==> src/rtl/decode_pkg.sv <==
// rtl/decode_pkg.sv - shared types and default sizes for the decode stage
package decode_pkg;

   localparam int DEF_XLEN  = 32;
   localparam int DEF_NREG  = 16;
   localparam int DEF_IMM_W = 19;

   typedef enum logic [1:0] {
      CMP_EQ = 2'b00,
      CMP_NE = 2'b01,
      CMP_LT = 2'b10,
      CMP_GE = 2'b11
   } cmp_op_e;

   typedef struct packed {
      logic                         valid;
      logic [DEF_XLEN-1:0]          a;
      logic [DEF_XLEN-1:0]          b;
      logic [DEF_XLEN-1:0]          imm;
      logic [$clog2(DEF_NREG)-1:0]  rd;
      logic                         is_load;
      logic                         pc_sel;
   } id_ex_t;

endpackage

==> src/rtl/decode_regfile.sv <==
// rtl/decode_regfile.sv - NREG x XLEN register file, two async reads, one write
// DECODE_WB_BYPASS_EN forwards a same-cycle write-back onto the read ports.
module decode_regfile
   import decode_pkg::*;
#(
   parameter  int XLEN = DEF_XLEN,
   parameter  int NREG = DEF_NREG,
   localparam int AW   = $clog2(NREG)
) (
   input  logic            clk,
   input  logic            rst,
   input  logic [AW-1:0]   ra,
   input  logic [AW-1:0]   rb,
   output logic [XLEN-1:0] data_a,
   output logic [XLEN-1:0] data_b,
   input  logic            wb_en,
   input  logic [AW-1:0]   wb_addr,
   input  logic [XLEN-1:0] wb_data
);

   logic [XLEN-1:0] regs [NREG];

   always_ff @(posedge clk) begin
      if (rst) begin
         for (int i = 0; i < NREG; i++) begin
            regs[i] <= '0;
         end
      end else if (wb_en) begin
         regs[wb_addr] <= wb_data;
      end
   end

`ifdef DECODE_WB_BYPASS_EN
   assign data_a = (wb_en && (wb_addr == ra)) ? wb_data : regs[ra];
   assign data_b = (wb_en && (wb_addr == rb)) ? wb_data : regs[rb];
`else
   // Without the bypass the write lands at the edge, so readers see the old value.
   assign data_a = regs[ra];
   assign data_b = regs[rb];
`endif

endmodule

==> src/rtl/decode_stage.sv <==
// rtl/decode_stage.sv - decode with hazard detect, branch compare and ID/EX register
// Same-cycle write-back forwarding is selected by DECODE_WB_BYPASS_EN (in decode_regfile).
module decode_stage
   import decode_pkg::*;
#(
   parameter  int XLEN  = DEF_XLEN,
   parameter  int NREG  = DEF_NREG,
   parameter  int IMM_W = DEF_IMM_W,
   localparam int AW    = $clog2(NREG)
) (
   input  logic             clk,
   input  logic             rst,
   input  logic             in_valid,
   output logic             in_ready,
   input  logic [AW-1:0]    ra,
   input  logic [AW-1:0]    rb,
   input  logic [AW-1:0]    rd,
   input  logic [IMM_W-1:0] imm,
   input  logic             branch,
   input  logic [1:0]       cmp_op,
   input  logic             is_load,
   input  logic             wb_en,
   input  logic [AW-1:0]    wb_addr,
   input  logic [XLEN-1:0]  wb_data,
   input  logic             ex_stall,
   input  logic             flush,
   output logic             out_valid,
   output logic [XLEN-1:0]  out_a,
   output logic [XLEN-1:0]  out_b,
   output logic [XLEN-1:0]  out_imm,
   output logic [XLEN-1:0]  out_boff,
   output logic [AW-1:0]    out_rd,
   output logic             out_is_load,
   output logic             pc_select
);

   logic [XLEN-1:0] op_a;
   logic [XLEN-1:0] op_b;
   logic [XLEN-1:0] imm_ext;
   logic            haz;
   logic            cmp_true;

   decode_regfile #(
      .XLEN (XLEN),
      .NREG (NREG)
   ) u_regfile (
      .clk     (clk),
      .rst     (rst),
      .ra      (ra),
      .rb      (rb),
      .data_a  (op_a),
      .data_b  (op_b),
      .wb_en   (wb_en),
      .wb_addr (wb_addr),
      .wb_data (wb_data)
   );

   assign haz      = in_valid & out_valid & out_is_load & ((out_rd == ra) | (out_rd == rb));
   // A flush swallows whatever fetch presents, so it always looks accepted.
   assign in_ready = flush | (~ex_stall & ~haz);

   assign imm_ext  = {{(XLEN-IMM_W){imm[IMM_W-1]}}, imm};
   assign out_boff = {out_imm[XLEN-3:0], 2'b00};

   always_comb begin
      cmp_true = 1'b0;
      case (cmp_op_e'(cmp_op))
         CMP_EQ:  cmp_true = (op_a == op_b);
         CMP_NE:  cmp_true = (op_a != op_b);
         CMP_LT:  cmp_true = ($signed(op_a) <  $signed(op_b));
         CMP_GE:  cmp_true = ($signed(op_a) >= $signed(op_b));
         default: cmp_true = 1'b0;
      endcase
   end

   always_ff @(posedge clk) begin
      if (rst) begin
         out_valid   <= 1'b0;
         pc_select   <= 1'b0;
         out_is_load <= 1'b0;
         out_a       <= '0;
         out_b       <= '0;
         out_imm     <= '0;
         out_rd      <= '0;
      end else if (flush) begin
         out_valid   <= 1'b0;
         pc_select   <= 1'b0;
         out_is_load <= 1'b0;
      end else if (ex_stall) begin
         out_valid   <= out_valid;
      end else if (haz || !in_valid) begin
         out_valid   <= 1'b0;
         pc_select   <= 1'b0;
         out_is_load <= 1'b0;
      end else begin
         out_valid   <= 1'b1;
         out_a       <= op_a;
         out_b       <= op_b;
         out_imm     <= imm_ext;
         out_rd      <= rd;
         out_is_load <= is_load;
         pc_select   <= branch & cmp_true;
      end
   end

endmodule

==> config.mk <==
export PLATFORM = sky130hd
export DESIGN_NAME = decode_stage
export DESIGN_NICKNAME = d
export VERILOG_FILES = /design/src/rtl/decode_pkg.sv /design/src/rtl/decode_regfile.sv /design/src/rtl/decode_stage.sv
export SDC_FILE = /design/constraint.sdc
export NUM_CORES = 1
export LEC_CHECK = 0
export BUFFER_PORTS_ARGS = -buffer_cell sky130_fd_sc_hd__buf_2
export CAP_MARGIN = 5
export CORE_ASPECT_RATIO = 1.1
export CORE_MARGIN = 4
export CORE_UTILIZATION = 60
export DETAILED_ROUTE_END_ITERATION = 8
export PLACE_DENSITY = 0.88
export RECOVER_POWER = 50
export SLEW_MARGIN = 5
export SYNTH_ARGS = -nofsm -noshare
export SYNTH_HDL_FRONTEND = slang
export SYNTH_SLANG_ARGS = --single-unit
export TNS_END_PERCENT = 5
==> constraint.sdc <==
create_clock -name clk -period 3.7 [get_ports clk]
set_input_delay 0.185 -clock clk [delete_from_list [all_inputs] [get_ports clk]]
set_output_delay 0.185 -clock clk [all_outputs]
set_load 0.1 [all_outputs]
==> metrics.cfg <==
[logic_synthesis]
synth-async-reset-ratio_pct=0
synth-edff-count=512
yosysUniqueCellTypes=42
synth_area_leaders=edfxtp_1, mux4_2, and2_1
yosys.area.top_type=edfxtp_1
synth-simple-area-share_pct=13.8
synthMuxAreaShare_pct=23.1
synthAdderAreaFrac_pct=1.28
synth_top_area_share_pct=49.3
mappedNetlistArea_um2=31200
syn_area_per_cell_um2=14.8
synth_xor_area_share_pct=0.253
ys_ff_latch=602
synth-compound-area-share_pct=2.05
ys_top_cells_by_count=and2_1, edfxtp_1, mux4_2
synth_ff_type=edfxtp_1
synth_top_family_by_area=multiplexers
netlist_instances=2110
synth-warning-count=0
ys_seq_area_share_pct=55.1

[die]
core.rowCount=87
pin_count=213
dieArea_um2=55700
core_area_um2=51400
fp.dieW_um=225
floorplan.initialDensity_pct=60.7
die_h_um=247

[pwr]
seqPwrFrac_pct=47.2
internal-power_mw=12.4
switchingPower_mw=4.47
p_leak_nw=12.4
power_frac_comb_pct=15.8
ir_drop_v=0.000455
switching_share_pct=26.5
clockPowerShare_pct=37.0
power_density_nw_per_um2=476

[worst_setup_path]
crit_cells=10
crit_arrival_ns=4.19
r2r_cells=10
critPathBufInv=0
path_class=flip-flop to flip-flop
worstPathRequired_ns=4.25
cp-end-kind=flip-flop
slowest_stage=mux4_2
crit_top_cell=mux4_2
cpLargestDelayFamily=multiplexers
path_cells=mux4_2 > mux4_2 > ha_1 > nand4_1 > or3_4 > nor4_4 > xor2_1 > o211ai_1 > a211o_1 > a31oi_1
worstPathMaxFanout=2
start_kind=flip-flop
slowest_delay_ns=0.50

[timing]
min_period_over_period_pct=98.6
tightest_slew_ns=1.39
fin_worst_skew_ns=0.0246
max_freq_mhz=274
max_slew_margin_pct=7.44
final-hold-violation-count=0
timing.hold.ws_ns=0.0232
setup_viol=0
totalNegativeSetupSlack_ns=0
maxSlewViolCount=0
rsz0062_at_grt=false
fin_crit_ns=3.65

[clock_tree]
ctsLongestPathBuffers=3
clock_sinks=602
cts_made_buffers=57
cts_max_level=2
clk_latency_ns=0.64
postCtsSetupBuffers=0
cts-root-buf=clkbuf_16
cts_tree=yes
path_clk_slew_ns=0.07

[global_routing]
grt_max_degree=79
grt_usage_pct=34.4
gr-total-overflow=0
grt_pass1_vias=22241
grt_pass1_wl_um=140000
antenna_found_initial=9

[finish]
fin_nets=2436
nFillCells=3224
drive_above_1_share_pct=28.7
syn_to_final_growth_pct=13.6

[min_path]
hold_path.class=primary input to flip-flop
whs_path_depth=2

[place]
post-dp-hpwl_um=56400
finalWeightedCongestion=0.939
placement.io_buffers=210

[detailed_routing]
via_per_inst=6.99
antenna_left=0
vias=21336
first_iter_violations=3396
dr.pass1.iters=7
avgRoutedWirePerCell_um=31.4
routed_wl_um=95800
remaining_drc_errors=0

[outcome]
run_status=finished, final reports clean

[job]
maxCapViolCount=0

## power by group through the flow
| stage | clock, mW | combinational [mW] | sequential, mW |
|---|---|---|---|
| floorplan | 0 | 1.47 | 8.26 |
| global placement | 0 | 2.50 | 8.02 |
| detailed placement | 0 | 2.56 | 8.07 |
| CTS | 6.26 | 2.63 | 7.94 |
| global route | 6.53 | 2.76 | 7.98 |
| finish | 6.24 | 2.66 | 7.96 |
## layer usage
layer  up-vias  track usage [%]  wire length, um  part of all wire (%)
li1       8289                -                -                     -
met1     10406             41.7            29100                    30
met2      2090             55.6            45600                    48
met3       549             8.05            13500                    14
met4         2             22.5             7610                   7.9
met5         -                0               15                 0.016
## cell families (layout without fill, tap and decap cells)
| logic type | Yosys count | in the layout |
|---|---|---|
| compound gates | 119 | 119 |
| flops | 602 | 602 |
| buf+inv | 264 | 529 |
| xor+xnor | 9 | 9 |
| fa+ha+maj | 32 | 32 |
| simple gates | 762 | 762 |
| other cells | 1 | 12 |
| mux | 321 | 321 |
## final cells by class
cell class / instances / area, um^2 / share of cell area, %
repair buffers: 388 / 2590 / 7.32
clock inverters: 34 / 358 / 1.01
inverters: 33 / 124 / 0.350
flip-flops and latches: 602 / 17200 / 48.5
diodes: 10 / 25.0 / 0.0706
multi-input cells: 1245 / 12700 / 35.8
well taps: 667 / 835 / 2.36
clock buffers: 74 / 1650 / 4.64
## per-stage QoR
stage | area [um^2] | power (mW) | util (%) | instances | setup slack (ns)
after floorplan | 31200 | 9.73 | - | 2111 | 0.254
after global placement | 33300 | 10.5 | 64.7 | 2899 | -0.00503
after detailed placement | 33300 | 10.6 | 64.7 | 2899 | -0.139
after CTS | 35600 | 16.8 | 69.3 | 3043 | 0.103
after global routing | 35400 | 17.3 | 68.9 | 3049 | 0.0109
final | 35400 | 16.9 | 69.0 | 3053 | 0.0533
## worst reg2reg max path: stages, from the launching register on
cell      delay [ns]
edfxtp_1        0.42
mux4_2          0.50
mux4_2          0.50
ha_1            0.37
nand4_1         0.25
or3_4           0.45
nor4_4          0.26
xor2_1          0.20
o211ai_1        0.11
a211o_1         0.31
a31oi_1         0.20
## layout by cell type, fill, tap and decap left out, types with 61 or more instances in the layout
cell type	n
and2_0	205
and2_1	307
dfxtp_1	90
a21oi_1	99
nand2_1	182
mux4_2	320
clkbuf_1	116
buf_4	105
buf_2	98
clkbuf_16	61
edfxtp_1	512
## timing repair
item	4_1_cts	5_1_grt
hold endpoints to repair	63	0
resized for setup	0	0
endpoints found under the setup margin	0	1
hold buffers	36	0
## flip-flops by register name, summed over array words and instances, names as in the netlist
| register | flops |
|---|---|
| out_b | 32 |
| u_regfile.regs | 512 |
| out_imm | 19 |
| out_valid | 1 |
| out_is_load | 1 |
| out_a | 32 |
| pc_select | 1 |
| out_rd | 4 |
## path summary, 6_finish.rpt
check	from	endpoint	slack, ns
worst max register to register	u_regfile.regs[3][15]	pc_select	0.05
worst min-delay path	wb_data[19]	u_regfile.regs[15][19]	0.02
worst max-delay path	u_regfile.regs[3][15]	pc_select	0.05
worst min register to register	out_b[4]	out_b[4]	0.45
No activity file was read; power rests on OpenSTA's default activity.
